### config.mk
export PLATFORM = sky130hd
export DESIGN_NAME = posit_mult_scheduler_flat
export DESIGN_NICKNAME = d
export VERILOG_FILES = /design/src/rtl/posit_mult_scheduler_if.sv /design/src/rtl/posit_mult_scheduler.sv /design/src/flat_wrapper.sv
export SDC_FILE = /design/constraint.sdc
export NUM_CORES = 1
export LEC_CHECK = 0
export BUFFER_PORTS_ARGS = -buffer_cell sky130_fd_sc_hd__buf_4
export CORE_MARGIN = 3
export CORE_UTILIZATION = 56
export DETAILED_ROUTE_END_ITERATION = 12
export GPL_TIMING_DRIVEN = 0
export PLACE_DENSITY = 0.87
export SLEW_MARGIN = 20
export SYNTH_ARGS = -nofsm -noshare
export SYNTH_HDL_FRONTEND = slang
export SYNTH_SLANG_ARGS = --single-unit
### constraint.sdc
create_clock -name clk -period 6.3 [get_ports clk]
set_clock_uncertainty 0.15 [all_clocks]
set_input_delay 0.63 -clock clk [delete_from_list [all_inputs] [get_ports clk]]
set_output_delay 0.63 -clock clk [all_outputs]
set_load 0.05 [all_outputs]
### src/rtl/posit_mult_scheduler_if.sv
// Requester and response handshake bundle for the posit multiplier scheduler.
// Both channels are valid/ready: a beat moves on a rising clk edge where the
// sender's valid and the receiver's ready are both high; the sender holds
// valid and payload stable until that edge.
interface posit_mult_scheduler_if #(
  parameter int N    = 32,
  parameter int NREQ = 4,
  parameter int IDW  = $clog2(NREQ)
);
  logic [NREQ-1:0]   req_valid;
  logic [NREQ*N-1:0] req_a;
  logic [NREQ*N-1:0] req_b;
  logic [NREQ-1:0]   req_ready;
  logic              rsp_valid;
  logic              rsp_ready;
  logic [N-1:0]      rsp_data;
  logic [IDW-1:0]    rsp_id;

  // Requesters and the response consumer.
  modport master (
    output req_valid, req_a, req_b, rsp_ready,
    input  req_ready, rsp_valid, rsp_data, rsp_id
  );

  // The scheduler.
  modport slave (
    input  req_valid, req_a, req_b, rsp_ready,
    output req_ready, rsp_valid, rsp_data, rsp_id
  );
endinterface

### src/rtl/posit_mult_scheduler.sv
// Round-robin scheduler sharing one fixed-latency posit multiplier datapath
// between NREQ requesters. Tracks in-flight tags alongside the datapath and
// buffers products in an in-order result FIFO guarded by a credit counter, so
// the FIFO can never be asked to take more than it can hold.
module posit_mult_scheduler #(
  parameter int N    = 32,
  parameter int NREQ = 4,
  parameter int LAT  = 2,
  parameter int FD   = 4,
  parameter int IDW  = $clog2(NREQ)
) (
  input  logic                   clk,
  input  logic                   rst_n,
  posit_mult_scheduler_if.slave  bus,
  output logic                   mul_valid,
  output logic [N-1:0]           mul_a,
  output logic [N-1:0]           mul_b,
  input  logic [N-1:0]           mul_result,
  output logic                   busy
);

  localparam int CW = $clog2(FD + 1);
  localparam int PW = (FD > 1) ? $clog2(FD) : 1;

  // Arbitration
  logic [IDW-1:0]  rr_ptr_q, rr_ptr_d;
  logic [NREQ-1:0] grant_oh;
  logic [IDW-1:0]  grant_id;
  logic            grant_found;
  int              arb_idx;
  logic [CW:0]     credit_sum;
  logic            credit_ok;
  logic            accept;
  logic [N-1:0]    grant_a, grant_b;

  // Issue stage
  logic            mul_valid_q;
  logic [N-1:0]    mul_a_q, mul_b_q;
  logic [IDW-1:0]  mul_id_q;

  // Tag pipeline shadowing the datapath
  logic [LAT-1:0]  tag_v_q;
  logic [IDW-1:0]  tag_id_q [LAT];
  logic            tag_out_v;
  logic [IDW-1:0]  tag_out_id;

  // Counters
  logic [CW-1:0]   inflight_q, inflight_d;
  logic [CW-1:0]   fifo_count_q, fifo_count_d;

  // Result FIFO
  logic [N-1:0]    fifo_data_q [FD];
  logic [IDW-1:0]  fifo_id_q [FD];
  logic [PW-1:0]   wr_ptr_q, wr_ptr_d;
  logic [PW-1:0]   rd_ptr_q, rd_ptr_d;
  logic            fifo_wr, fifo_pop, fifo_full;

  // Credit uses registered counts only, so a pop frees its slot one cycle
  // later. Reset also masks the grant so req_ready is zero while held.
  assign credit_sum = {1'b0, inflight_q} + {1'b0, fifo_count_q};
  assign credit_ok  = rst_n && (credit_sum < (CW + 1)'(FD));

  // Round-robin search starting at rr_ptr, first valid requester wins.
  always_comb begin
    grant_found = 1'b0;
    grant_id    = '0;
    grant_oh    = '0;
    arb_idx     = 0;
    for (int j = 0; j < NREQ; j++) begin
      arb_idx = int'(rr_ptr_q) + j;
      if (arb_idx >= NREQ) arb_idx = arb_idx - NREQ;
      if (credit_ok && !grant_found && bus.req_valid[arb_idx]) begin
        grant_found       = 1'b1;
        grant_id          = IDW'(arb_idx);
        grant_oh[arb_idx] = 1'b1;
      end
    end
  end

  assign bus.req_ready = grant_oh;
  assign accept        = grant_found;
  assign grant_a       = bus.req_a[int'(grant_id) * N +: N];
  assign grant_b       = bus.req_b[int'(grant_id) * N +: N];

  // Pointer moves just past the winner; unchanged when nobody is accepted.
  always_comb begin
    rr_ptr_d = rr_ptr_q;
    if (accept) begin
      rr_ptr_d = (int'(grant_id) == NREQ - 1) ? '0 : grant_id + IDW'(1);
    end
  end

  // Round-robin pointer register.
  always_ff @(posedge clk or negedge rst_n) begin
    if (!rst_n) rr_ptr_q <= '0;
    else        rr_ptr_q <= rr_ptr_d;
  end

  // Issue register: one-cycle strobe, operands hold when idle.
  always_ff @(posedge clk or negedge rst_n) begin
    if (!rst_n) begin
      mul_valid_q <= 1'b0;
      mul_a_q     <= '0;
      mul_b_q     <= '0;
      mul_id_q    <= '0;
    end else begin
      mul_valid_q <= accept;
      if (accept) begin
        mul_a_q  <= grant_a;
        mul_b_q  <= grant_b;
        mul_id_q <= grant_id;
      end
    end
  end

  assign mul_valid = mul_valid_q;
  assign mul_a     = mul_a_q;
  assign mul_b     = mul_b_q;

  // Tag pipeline: enters with mul_valid, its last stage lines up with the
  // cycle in which mul_result carries the matching product.
  always_ff @(posedge clk or negedge rst_n) begin
    if (!rst_n) begin
      tag_v_q <= '0;
      for (int i = 0; i < LAT; i++) tag_id_q[i] <= '0;
    end else begin
      tag_v_q[0]  <= mul_valid_q;
      tag_id_q[0] <= mul_id_q;
      for (int i = 1; i < LAT; i++) begin
        tag_v_q[i]  <= tag_v_q[i-1];
        tag_id_q[i] <= tag_id_q[i-1];
      end
    end
  end

  assign tag_out_v  = tag_v_q[LAT-1];
  assign tag_out_id = tag_id_q[LAT-1];

  assign fifo_wr   = tag_out_v;
  assign fifo_pop  = bus.rsp_valid && bus.rsp_ready;
  assign fifo_full = (fifo_count_q == CW'(FD));

  // Counter and pointer next-state, covering every write/pop and
  // accept/retire combination.
  always_comb begin
    inflight_d = inflight_q;
    case ({accept, tag_out_v})
      2'b10:   inflight_d = inflight_q + CW'(1);
      2'b01:   inflight_d = inflight_q - CW'(1);
      default: inflight_d = inflight_q;
    endcase

    fifo_count_d = fifo_count_q;
    case ({fifo_wr, fifo_pop})
      2'b10:   fifo_count_d = fifo_count_q + CW'(1);
      2'b01:   fifo_count_d = fifo_count_q - CW'(1);
      default: fifo_count_d = fifo_count_q;
    endcase

    wr_ptr_d = wr_ptr_q;
    if (fifo_wr) wr_ptr_d = (wr_ptr_q == PW'(FD - 1)) ? '0 : wr_ptr_q + PW'(1);

    rd_ptr_d = rd_ptr_q;
    if (fifo_pop) rd_ptr_d = (rd_ptr_q == PW'(FD - 1)) ? '0 : rd_ptr_q + PW'(1);
  end

  // Counter and pointer registers.
  always_ff @(posedge clk or negedge rst_n) begin
    if (!rst_n) begin
      inflight_q   <= '0;
      fifo_count_q <= '0;
      wr_ptr_q     <= '0;
      rd_ptr_q     <= '0;
    end else begin
      inflight_q   <= inflight_d;
      fifo_count_q <= fifo_count_d;
      wr_ptr_q     <= wr_ptr_d;
      rd_ptr_q     <= rd_ptr_d;
    end
  end

  // FIFO storage; cleared on reset so the head reads zero while empty.
  always_ff @(posedge clk or negedge rst_n) begin
    if (!rst_n) begin
      for (int i = 0; i < FD; i++) begin
        fifo_data_q[i] <= '0;
        fifo_id_q[i]   <= '0;
      end
    end else if (fifo_wr) begin
      fifo_data_q[wr_ptr_q] <= mul_result;
      fifo_id_q[wr_ptr_q]   <= tag_out_id;
    end
  end

  assign bus.rsp_valid = (fifo_count_q != '0);
  assign bus.rsp_data  = fifo_data_q[rd_ptr_q];
  assign bus.rsp_id    = fifo_id_q[rd_ptr_q];
  assign busy          = (credit_sum != '0);

  // The credit check makes a write into a full, non-popping FIFO impossible.
  a_no_overflow: assert property (@(posedge clk) disable iff (!rst_n)
    !(fifo_wr && fifo_full && !fifo_pop));

  // Outstanding work never exceeds the credit limit.
  a_credit_bound: assert property (@(posedge clk) disable iff (!rst_n)
    credit_sum <= (CW + 1)'(FD));

endmodule

### src/flat_wrapper.sv
// flat-port wrapper written by rule: the top's interface ports become plain ports
module posit_mult_scheduler_flat 
#(
  parameter int N    = 32,
  parameter int NREQ = 4,
  parameter int LAT  = 2,
  parameter int FD   = 4,
  parameter int IDW  = $clog2(NREQ)
)
  (clk, rst_n, mul_valid, mul_a, mul_b, mul_result, busy, bus_req_valid, bus_req_a, bus_req_b, bus_rsp_ready, bus_req_ready, bus_rsp_valid, bus_rsp_data, bus_rsp_id);
  posit_mult_scheduler_if #(.N(N), .NREQ(NREQ), .IDW(IDW)) bus_i ();
  input  logic clk;
  input  logic rst_n;
  output logic mul_valid;
  output logic [N-1:0] mul_a;
  output logic [N-1:0] mul_b;
  input  logic [N-1:0] mul_result;
  output logic busy;
  input wire logic [$bits(bus_i.req_valid)-1:0] bus_req_valid;
  input wire logic [$bits(bus_i.req_a)-1:0] bus_req_a;
  input wire logic [$bits(bus_i.req_b)-1:0] bus_req_b;
  input wire logic [$bits(bus_i.rsp_ready)-1:0] bus_rsp_ready;
  output wire logic [$bits(bus_i.req_ready)-1:0] bus_req_ready;
  output wire logic [$bits(bus_i.rsp_valid)-1:0] bus_rsp_valid;
  output wire logic [$bits(bus_i.rsp_data)-1:0] bus_rsp_data;
  output wire logic [$bits(bus_i.rsp_id)-1:0] bus_rsp_id;
  assign bus_i.req_valid = bus_req_valid;
  assign bus_i.req_a = bus_req_a;
  assign bus_i.req_b = bus_req_b;
  assign bus_i.rsp_ready = bus_rsp_ready;
  assign bus_req_ready = bus_i.req_ready;
  assign bus_rsp_valid = bus_i.rsp_valid;
  assign bus_rsp_data = bus_i.rsp_data;
  assign bus_rsp_id = bus_i.rsp_id;
  posit_mult_scheduler #(.N(N), .NREQ(NREQ), .LAT(LAT), .FD(FD), .IDW(IDW)) u_core (.clk(clk), .rst_n(rst_n), .bus(bus_i), .mul_valid(mul_valid), .mul_a(mul_a), .mul_b(mul_b), .mul_result(mul_result), .busy(busy));
endmodule
==> impl_metrics.toml <==
[pwr]
power.switching_mw = 4.73
irDropWorstVdd_uv = 298
p_total_mw = 10.3
swShare = 0.458
clockPowerShare = 0.132
cellLeakagePower_nw = 7.38
p_int_mw = 5.60
seqPwrFrac = 0.256
p_per_area_mw_per_mm2 = 627
comb_power_share = 0.612

[setup_path]
cp_max_fo = 11
crit_family = "multiplexers"
cp_common_cell = "nor2_1"
arrival_ns = 3.39
slowest_delay_ns = 0.62
cp-start-kind = "register"
criticalPathCategory = "reg -> out"
worstPathRequired_ns = 5.52
slowest_stage = "mux4_2"
path_cells = "inv_1, ha_1, mux4_2, nor2_1, nand3_1, nor2_1, a22oi_1, o21ai_0, buf_4"
endpoint_kind = "output port"
worst-path-buf-inv = 2

[sta]
setup_ws_ns = 2.13
tns_ns = 0
hold_ws_ns = 0.197
hold_violations = 0
setup_viol = 0
period_share = 0.662
max_freq_mhz = 240
max_slew_margin = 0.394
timing.final.max_slew_violations = 0
min_period_ns = 4.17
tightestPinTransition_ns = 0.908
rsz0062_at_grt = "false"

[clock_tree]
cts_buffer_depth = 3
ctsHtreeMaxLevel = 1
ctsResizeCount = 0
cts_made_buffers = 25
cts_root_buffer = "clkbuf_16"
post_cts_buffers = 0
path_clk_slew_ns = 0.06
cts_tree = "done"
clock_sinks = 221
clk_latency_ns = 0.53

[placed_design]
numPortBuffers = 399
placed_area_sq_mm = 0.0157
gp_congestion = 0.954
dpl_worst_slack_ns = 2.48
dpl.cell_count = 1586
dp_hpwl_mm = 31.9

[floorplanning]
die_h_microns = 154
ios = 400
die_x_microns = 154
rows = 53
initial_core_util = 0.578
dieArea_sq_mm = 0.0238
core-area_sq_mm = 0.0213

[routing]
ant_nets = 0
drc = 0
vias = 9839
wirelength_mm = 41.8
drtIter0Drc = 768
firstDrtPassIters = 5
routedWlPerCell_microns = 25.7
vias_per_cell = 6.04

[status]
status = "complete, no violations"

[global_routing]
grt_max_degree = 80
use_met1 = 0.440
grt_pass1_wl_mm = 62.0
met3_usage = 0.0739
grt_use_total = 0.338
antenna_found_initial = 4
grt_use_met2 = 0.560
grt_pass1_vias = 10278
overflow = 0
grt-busiest-layer = "met2"

[layout]
fin_cells = 1629
drive_gt1_frac = 0.590
fin_util = 0.774
fin_nets = 1655
nFillCells = 1351
area_growth_pct = 33.8
fin_area_sq_mm = 0.0165

[yosys]
syn_area_sq_mm = 0.0123
synth_edf_count = 0
synth_seq_area_share = 0.449
synthFlopType = "dfrtp_1"
synth.distinct_cells = 52
synth_nets = 1226
syn_area_per_cell_sq_um = 13.5
synth_seq_cells = 221
syn_inst = 910
synthArstFlopShare = 1.00
ys_warn_count = 0

[worst_hold_path]
min_path_type = "reg -> reg"

[job]
max-cap-violations = 0
==> flip-flops by register name, indices dropped and copies added (netlist names) <==
register / count
u_core.fifo_data_q: 128
u_core.mul_a: 32
u_core.mul_b: 32
u_core.fifo_id_q: 8
u_core.fifo_count_q: 3
u_core.inflight_q: 3
u_core.mul_id_q: 2
u_core.rd_ptr_q: 2
u_core.rr_ptr_q: 2
u_core.tag_id_q: 2
u_core.tag_out_id: 2
u_core.tag_v_q: 2
u_core.wr_ptr_q: 2
u_core.mul_valid: 1
==> per-layer routing <==
layer	vias to the layer above	routed length, microns
met2	436	20700
met1	4983	16200
met4	0	1720
met3	86	3310
met5	-	0
li1	4334	-
==> synthesized netlist by cell type, drive strengths merged, types with 3 or more instances <==
cell | number | area share
a221o | 3 | 0.0024
nor2 | 8 | 0.0030
o21ai | 69 | 0.028
o221a | 64 | 0.059
nand3b | 3 | 0.0018
a22oi | 5 | 0.0030
xor2 | 4 | 0.0028
xnor2 | 3 | 0.0021
fa | 3 | 0.0049
a21oi | 3 | 0.0012
and2b | 3 | 0.0021
dfrtp | 221 | 0.45
buf | 25 | 0.027
nor3 | 3 | 0.0012
ha | 18 | 0.018
clkbuf | 47 | 0.027
inv | 14 | 0.0043
o2111ai | 3 | 0.0021
nand2 | 16 | 0.0049
mux2 | 201 | 0.19
mux4 | 38 | 0.070
nand3 | 130 | 0.078
nor2b | 3 | 0.0017
dlymetal6s2s | 5 | 0.0051
==> worst paths after layout <==
path | depth (start not counted) | from | end | slack (ns)
max in group asynchronous | 4 | rst_n | u_core.mul_b[8] | 4.30
worst min-delay path | 0 | u_core.tag_id_q[2] | u_core.tag_out_id[0] | 0.20
worst min register to register | 0 | u_core.tag_id_q[2] | u_core.tag_out_id[0] | 0.20
worst max register to register | 11 | u_core.rr_ptr_q[1] | u_core.inflight_q[2] | 2.45
min in group asynchronous | 2 | rst_n | u_core.fifo_data_q[27] | 0.50
worst max-delay path | 9 | u_core.rr_ptr_q[1] | bus_req_ready[2] | 2.13
==> cell type report <==
cell class / instances / area [sq um] / share of cell area
diodes: 3 / 7.51 / 0.000456
plain buffers: 79 / 751 / 0.0456
clock buffers: 33 / 696 / 0.0422
clock inverters: 6 / 51.3 / 0.00311
inverters: 14 / 52.6 / 0.00319
multi-input cells: 596 / 5980 / 0.363
flip-flops and latches: 221 / 5530 / 0.336
well taps: 275 / 344 / 0.0209
repair buffers: 402 / 3070 / 0.186
==> cells in the final DEF, fill, tap and decap left out, types with 13 or more instances in the layout <==
master     instances
buf_4            399
dfrtp_1          221
mux2_2           190
nand3_1           69
o21ai_0           69
nand3_2           60
o221a_1           60
mux4_2            38
clkbuf_1          29
clkbuf_16         25
clkbuf_8          19
ha_1              18
nand2_1           16
inv_1             13
==> power by group through the flow <==
stage                     Sequential (mW)  Clock, mW  Combinational (mW)
after CTS                            2.63       1.38                6.33
final                                2.65       1.36                6.33
after global routing                 2.71       1.42                6.64
after global placement               2.56          0                6.17
after detailed placement             2.62          0                6.31
after floorplan                      3.23          0                3.88
==> cells by family (layout without fill, tap and decap cells) <==
group,count (synthesis),count (layout),share of synthesized area
DFF,221,221,0.449
xor gates and xnor gates,7,7,0.00498
adders and majority gates,21,21,0.0232
buffers and inverters,93,534,0.0653
and+or+nand+nor,174,174,0.0983
AOI/OAI and AO/OA,153,153,0.101
muxes,241,241,0.258
other,0,3,0
==> repair_timing <==
action | in CTS | in global routing
hold buffers | 1 | 0
hold endpoints to repair | 66 | 0
setup endpoints to repair | 0 | 0
Note: power is estimated with default switching activity, not from simulation.
